`src/rtl/idma_byte_lane_buffer_pkg.sv`:
```
// Shared types and helpers for the iDMA per-byte-lane buffer between the
// read backend and the OBI write backend.
package idma_byte_lane_buffer_pkg;

  typedef logic [7:0] lane_byte_t;

  localparam int unsigned DefaultStrbWidth = 32'd16;
  localparam int unsigned DefaultDepth     = 32'd3;

  // Pointer increment modulo depth by explicit compare, so any depth works.
  function automatic int unsigned wrap_inc(input int unsigned ptr, input int unsigned depth);
    int unsigned nxt;
    if (ptr >= (depth - 32'd1)) begin
      nxt = 32'd0;
    end else begin
      nxt = ptr + 32'd1;
    end
    return nxt;
  endfunction

endpackage

```
`src/rtl/idma_byte_lane_buffer_checker.sv`:
```
// Simulation assertions for the per-lane FIFO and for the lane buffer top.
// Kept apart from the datapath so the design files stay purely structural.
module idma_byte_lane_fifo_checker #(
  parameter int unsigned Depth    = 32'd3,
  parameter int unsigned PtrWidth = 32'd2,
  parameter int unsigned CntWidth = 32'd2
) (
  input logic                clk_i,
  input logic                rst_i,
  input logic                clear_i,
  input logic                valid_i,
  input logic                ready_o,
  input logic [PtrWidth-1:0] wr_ptr,
  input logic [CntWidth-1:0] count
);

  a_depth_legal : assert property (@(posedge clk_i) (Depth >= 32'd1));

  a_count_bound : assert property (@(posedge clk_i) disable iff (rst_i)
    (32'(count) <= Depth));

  // A request held against a full lane must not move the write pointer.
  a_no_push_when_full : assert property (@(posedge clk_i) disable iff (rst_i)
    (valid_i && !ready_o && !clear_i) |=> $stable(wr_ptr));

endmodule

module idma_byte_lane_buffer_checker #(
  parameter int unsigned StrbWidth = 32'd16,
  parameter int unsigned Depth     = 32'd3
) (
  input logic                 clk_i,
  input logic                 rst_i,
  input logic [StrbWidth-1:0] buffer_out_valid,
  input logic                 buffer_empty
);

  a_params_legal : assert property (@(posedge clk_i)
    (StrbWidth >= 32'd1) && (Depth >= 32'd1));

  a_empty_consistent : assert property (@(posedge clk_i) disable iff (rst_i)
    (buffer_empty == !(|buffer_out_valid)));

endmodule

```
`src/rtl/idma_byte_lane_buffer_fifo.sv`:
```
// Single byte-lane FIFO: no fall-through, no pop-through when full, and the
// head byte is forced to zero while the lane is empty.
module idma_byte_lane_fifo
  import idma_byte_lane_buffer_pkg::*;
#(
  parameter int unsigned Depth  = DefaultDepth,
  parameter type         byte_t = lane_byte_t
) (
  input  logic  clk_i,
  input  logic  rst_i,
  input  logic  clear_i,
  input  byte_t data_i,
  input  logic  valid_i,
  output logic  ready_o,
  output byte_t data_o,
  output logic  valid_o,
  input  logic  ready_i,
  output logic  empty_o
);

  localparam int unsigned PtrWidth = (Depth > 32'd1) ? $clog2(Depth) : 32'd1;
  localparam int unsigned CntWidth = $clog2(Depth + 32'd1);

  byte_t               mem_r [Depth];
  logic [PtrWidth-1:0] wr_ptr_r;
  logic [PtrWidth-1:0] rd_ptr_r;
  logic [CntWidth-1:0] count_r;
  logic                push_s;
  logic                pop_s;

  assign ready_o = (count_r < CntWidth'(Depth));
  assign valid_o = (count_r != CntWidth'(0));
  assign empty_o = (count_r == CntWidth'(0));
  assign push_s  = valid_i & ready_o;
  assign pop_s   = valid_o & ready_i;

  // Pointer and occupancy state; reset and clear drop any same-cycle handshake.
  always_ff @(posedge clk_i) begin
    if (rst_i) begin
      wr_ptr_r <= PtrWidth'(0);
      rd_ptr_r <= PtrWidth'(0);
      count_r  <= CntWidth'(0);
    end else if (clear_i) begin
      wr_ptr_r <= PtrWidth'(0);
      rd_ptr_r <= PtrWidth'(0);
      count_r  <= CntWidth'(0);
    end else begin
      if (push_s) begin
        wr_ptr_r <= PtrWidth'(wrap_inc(32'(wr_ptr_r), Depth));
      end
      if (pop_s) begin
        rd_ptr_r <= PtrWidth'(wrap_inc(32'(rd_ptr_r), Depth));
      end
      if (push_s && !pop_s) begin
        count_r <= count_r + CntWidth'(1);
      end else if (pop_s && !push_s) begin
        count_r <= count_r - CntWidth'(1);
      end
    end
  end

  // Storage write; contents are deliberately left out of reset.
  always_ff @(posedge clk_i) begin
    if (push_s && !rst_i && !clear_i) begin
      mem_r[wr_ptr_r] <= data_i;
    end
  end

  // Head byte, zeroed when empty so downstream masking sees a clean value.
  always_comb begin
    data_o = byte_t'(0);
    if (valid_o) begin
      data_o = mem_r[rd_ptr_r];
    end else begin
      data_o = byte_t'(0);
    end
  end

  idma_byte_lane_fifo_checker #(
    .Depth    (Depth),
    .PtrWidth (PtrWidth),
    .CntWidth (CntWidth)
  ) i_checker (
    .clk_i   (clk_i),
    .rst_i   (rst_i),
    .clear_i (clear_i),
    .valid_i (valid_i),
    .ready_o (ready_o),
    .wr_ptr  (wr_ptr_r),
    .count   (count_r)
  );

endmodule

```
`src/rtl/idma_byte_lane_buffer.sv`:
```
// Per-byte-lane buffer: StrbWidth independent lane FIFOs feeding the OBI
// write backend, plus an all-lanes-empty flag for idle detection.
module idma_byte_lane_buffer
  import idma_byte_lane_buffer_pkg::*;
#(
  parameter int unsigned StrbWidth = DefaultStrbWidth,
  parameter int unsigned Depth     = DefaultDepth,
  parameter type         byte_t    = lane_byte_t,
  parameter type         strb_t    = logic [StrbWidth-1:0]
) (
  input  logic                  clk_i,
  input  logic                  rst_i,
  input  logic                  clear_i,
  input  byte_t [StrbWidth-1:0] buffer_in_i,
  input  strb_t                 buffer_in_valid_i,
  output strb_t                 buffer_in_ready_o,
  output byte_t [StrbWidth-1:0] buffer_out_o,
  output strb_t                 buffer_out_valid_o,
  input  strb_t                 buffer_out_ready_i,
  output logic                  buffer_empty_o
);

  strb_t lane_empty_s;

  for (genvar i = 0; i < StrbWidth; i++) begin : g_lane
    idma_byte_lane_fifo #(
      .Depth  (Depth),
      .byte_t (byte_t)
    ) i_fifo (
      .clk_i   (clk_i),
      .rst_i   (rst_i),
      .clear_i (clear_i),
      .data_i  (buffer_in_i[i]),
      .valid_i (buffer_in_valid_i[i]),
      .ready_o (buffer_in_ready_o[i]),
      .data_o  (buffer_out_o[i]),
      .valid_o (buffer_out_valid_o[i]),
      .ready_i (buffer_out_ready_i[i]),
      .empty_o (lane_empty_s[i])
    );
  end

  assign buffer_empty_o = &lane_empty_s;

  idma_byte_lane_buffer_checker #(
    .StrbWidth (StrbWidth),
    .Depth     (Depth)
  ) i_checker (
    .clk_i            (clk_i),
    .rst_i            (rst_i),
    .buffer_out_valid (buffer_out_valid_o),
    .buffer_empty     (buffer_empty_o)
  );

endmodule

```
`config.mk`:
```
export PLATFORM = sky130hd
export DESIGN_NAME = idma_byte_lane_buffer
export DESIGN_NICKNAME = d
export VERILOG_FILES = /design/src/rtl/idma_byte_lane_buffer_pkg.sv /design/src/rtl/idma_byte_lane_buffer_checker.sv /design/src/rtl/idma_byte_lane_buffer_fifo.sv /design/src/rtl/idma_byte_lane_buffer.sv
export SDC_FILE = /design/constraint.sdc
export NUM_CORES = 1
export LEC_CHECK = 0
export CAP_MARGIN = 20
export CORE_AREA = 2 2 256 157
export DETAILED_ROUTE_END_ITERATION = 8
export DIE_AREA = 0 0 258 159
export PLACE_DENSITY = 0.79
export SLEW_MARGIN = 20
export SYNTH_ARGS = -nofsm -noshare
export SYNTH_HDL_FRONTEND = slang
export SYNTH_HIERARCHICAL = 1
export SYNTH_SLANG_ARGS = --single-unit
```
`constraint.sdc`:
```
create_clock -name clk_i -period 2 [get_ports clk_i]
set_input_delay 0.2 -clock clk_i [delete_from_list [all_inputs] [get_ports clk_i]]
set_output_delay 0.2 -clock clk_i [all_outputs]
set_load 0.02 [all_outputs]
```
==> results by group <==
Run status
  – Status: finished, violations left
  – Failing checks: negative setup slack

Setup path
  – Max FO, Critical Path: 6
  – Worst Reg-to-Reg Cells: 5
  – Req. time, crit path: around 1.8 ns
  – CP Capture Type: output port
  – Slowest CP cell: dfxtp_2
  – R2R setup slack: ~0.28 ns
  – Worst setup path startpoint: g_lane[14].i_fifo/count_r[0]
  – CP startpoint kind: flop
  – CP max stage delay: between 0.3 and 0.4 ns
  – Reg-to-reg startpoint: g_lane[10].i_fifo/count_r[1]
  – Data arrival time of the critical path: 1.99 ns
  – Crit-path cells: nor2_2 > buf_6 > nand4_1 > nor4_2 > buf_4
  – CP Capture Point: buffer_empty_o
  – Crit Path Class: reg2out
  – Worst reg2reg endpoint: g_lane[10].i_fifo/mem_r[2][2]

Timing
  – Least-Margin Pin Slew: between 0.9 and 1 ns
  – Setup TNS: -0.1946 ns
  – Final setup margin: -0.1946 ns
  – Tmin final: 2.195 ns
  – RSZ-0062 raised after global routing: yes
  – Final setup viols: 1
  – Clock Skew: 0.01499 ns
  – Peak Freq: between 400 and 500 MHz
  – Worst slew margin relative to its limit: 0.3731
  – Hold Violations, Final: 0
  – Final Max Slew Viols: 0
  – Fin crit share: 1.097

Drt
  – Drt drc: 0
  – Antenna-violating nets left: 0
  – Routed wire length: between 40 and 50 mm
  – Initial DRC count: between 800 and 900
  – Vias: between 10000 and 15000
  – DRT Pass-1 Iters: 5
  – Wire per inst: 18.83 um
  – Post-DR vias/cell: roughly 5.3

Placed design
  – Dpl cells: approximately 2300
  – Dpl cell area: around 25000 um^2
  – RD Place Congestion: between 0.7 and 0.8
  – Port Buffers: between 300 and 400
  – HPWL Detailed: roughly 32 mm

Synth
  – Ys flop type: edfxtp_1
  – Synthesized area per cell: 14.27 um^2
  – Most instantiated library cell after synthesis: edfxtp_1
  – Mapped Area: ~21000 um^2
  – FFs w/ async S/R, synth: 0
  – Seq/Total Area, Yosys: 0.6836
  – Post-synth top cells: edfxtp_1, nor2_1, mux2i_1
  – Top cells by area, synth: edfxtp_1, dfxtp_1, mux2i_1
  – #FFs+latches synth: roughly 510
  – Share of the synthesized area in the top cell type: 0.5593
  – Post-synth EDFFs: around 380
  – Post-synth top area cell: edfxtp_1
  – Cells after Synth: 1445
  – Synth Warn #: 6
  – Synth Net Count: 1624
  – Synth unique cells: 25

Floorplan
  – Die height: roughly 160 um
  – IO Pins: approximately 320
  – Die Wd: between 200 and 300 um
  – Number of placement rows: 56
  – Core area: slightly below 40000 um^2
  – Initial Utilization: 0.5340
  – Die area: about 41000 um^2

Final layout
  – Layout filler cell count: 2622
  – Design Area, Final: 26610 um^2
  – # nets final: 2059
  – Final core utilization: 0.6892
  – Share of post-route cells with drive strength above 1: 0.2984
  – Non-filler cells in the finished layout: 2442
  – Layout area overhead: 29.05%

Pwr
  – Design Power: about 23000 uW
  – Leak Pwr: 0.009770 uW
  – Peak VDD IR: 571.0 uV
  – Power Density: 873.1 nW/um^2

Hold path
  – HP Class: in2reg

Clock tree
  – CTS Root Cell: clkbuf_16
  – CTS Hold Buffers Added: 0
  – Reg clk slew, reported paths: approximately 0.070 ns
  – Inserted Clock Buffers: 46
  – TritonCTS clock tree: built
  – Clock Path Buffers: 3
  – CTS Sinks: between 500 and 600
  – Worst-Skew Late Latency: 0.55 ns
  – H-tree depth: 2

GRT
  – Gr ovfl total: 0
  – First-pass GRT wire length: 70.50 mm
  – Overall Global Routing Usage: 0.2172
  – Largest net degree at the start of global routing: 33
  – Initial antenna violation count: 3
  – Number of global-route vias before repair: about 13000

Flow run
  – Max-cap violations: 0
-- cell type report --
cell class / instances / area [um^2] / share of cell area
Clock inverter: 27 / 306.5 / 0.01152
Clock buffer: 58 / 1249 / 0.04693
Multi-Input combinational cell: 853 / 6375 / 0.2396
Tap cell: 522 / 653.1 / 0.02455
Timing Repair Buffer: 451 / 3786 / 0.1423
Inverter: 16 / 60.06 / 0.002257
Antenna cell: 3 / 7.507 / 0.0002822
Sequential cell: 512 / 14170 / 0.5326
-- stage by stage --
step | setup slack (ns) | hold slack (ns)
final | -0.1946 | 0.2547
after global routing | -0.3125 | 0.2293
after CTS | -0.2052 | 0.2217
after detailed placement | 0.07970 | 0.4789
after global placement | 0.09702 | 0.4620
after floorplan | 0.1844 | 0.2989
-- cells by family after synthesis --
logic type | count (synthesis) | share of synthesized area
and+or+nand+nor | 421 | 0.09504
adders and majority gates | 16 | 0.009710
buffers and inverters | 80 | 0.01942
DFF | 512 | 0.6836
xor gates and xnor gates | 32 | 0.01359
muxes | 288 | 0.1476
AOI/OAI and AO/OA | 96 | 0.03107
-- state kept, by name (all words and copies together) (netlist names), named ones only --
register	flops
g_lane.i_fifo/count_r	32
g_lane.i_fifo/mem_r	384
g_lane.i_fifo/rd_ptr_r	32
g_lane.i_fifo/wr_ptr_r	32
-- metal layers --
metal,GRT usage,part of all wire,vias up
met5,0,0,-
met4,0.05150,0.021,0
met3,0.03948,0.052,80
met2,0.3647,0.48,349
met1,0.2960,0.44,6325
li1,-,-,6143
-- cell usage in the layout (no fill, tap or decap), types with 18 or more instances in the layout --
cell type and instances:
edfxtp_1 384, nor2_1 210, clkdlybuf4s50_1 175, mux2i_1 150, buf_4 143, mux2_2 93
dfxtp_1 89, buf_2 74, nand2_1 64, clkbuf_16 48, a21oi_1 48, mux2_4 35
or3_1 32, xor2_1 32, dfxtp_2 28, buf_6 18
-- critical path: cells and delay by family, from the launching register on --
kind / cells / cell delay [ns]
simple gates: 3 / 0.74
buf+inv: 2 / 0.34
flops: 1 / 0.36
-- power by group --
| group | leakage (uW) | internal (uW) | switching [uW] |
|---|---|---|---|
| registers | 0.00454 | 11600 | 146 |
| clock network | 0.000758 | 5240 | 3810 |
| logic | 0.00448 | 1120 | 1310 |
-- timing repair --
action                     in CTS  in global routing
pin swaps                       8                 25
setup buffers                  18                  3
resized for setup             566                134
setup endpoints to repair     146                 77
-- worst min-delay path by stage --
stage                                       startpoint  cells past startpoint                            to
final                                  buffer_in_i[70]                      1  g_lane[8].i_fifo/mem_r[1][6]
after global routing                    buffer_in_i[6]                      1  g_lane[0].i_fifo/mem_r[0][6]
after CTS                              buffer_in_i[47]                      1  g_lane[5].i_fifo/mem_r[1][7]
after detailed placement  g_lane[1].i_fifo/rd_ptr_r[0]                      2                          flop
after global placement    g_lane[4].i_fifo/rd_ptr_r[0]                      2                          flop
after floorplan                         buffer_in_i[0]                      0  g_lane[0].i_fifo/mem_r[0][0]
No activity file was read; power rests on OpenSTA's default activity.
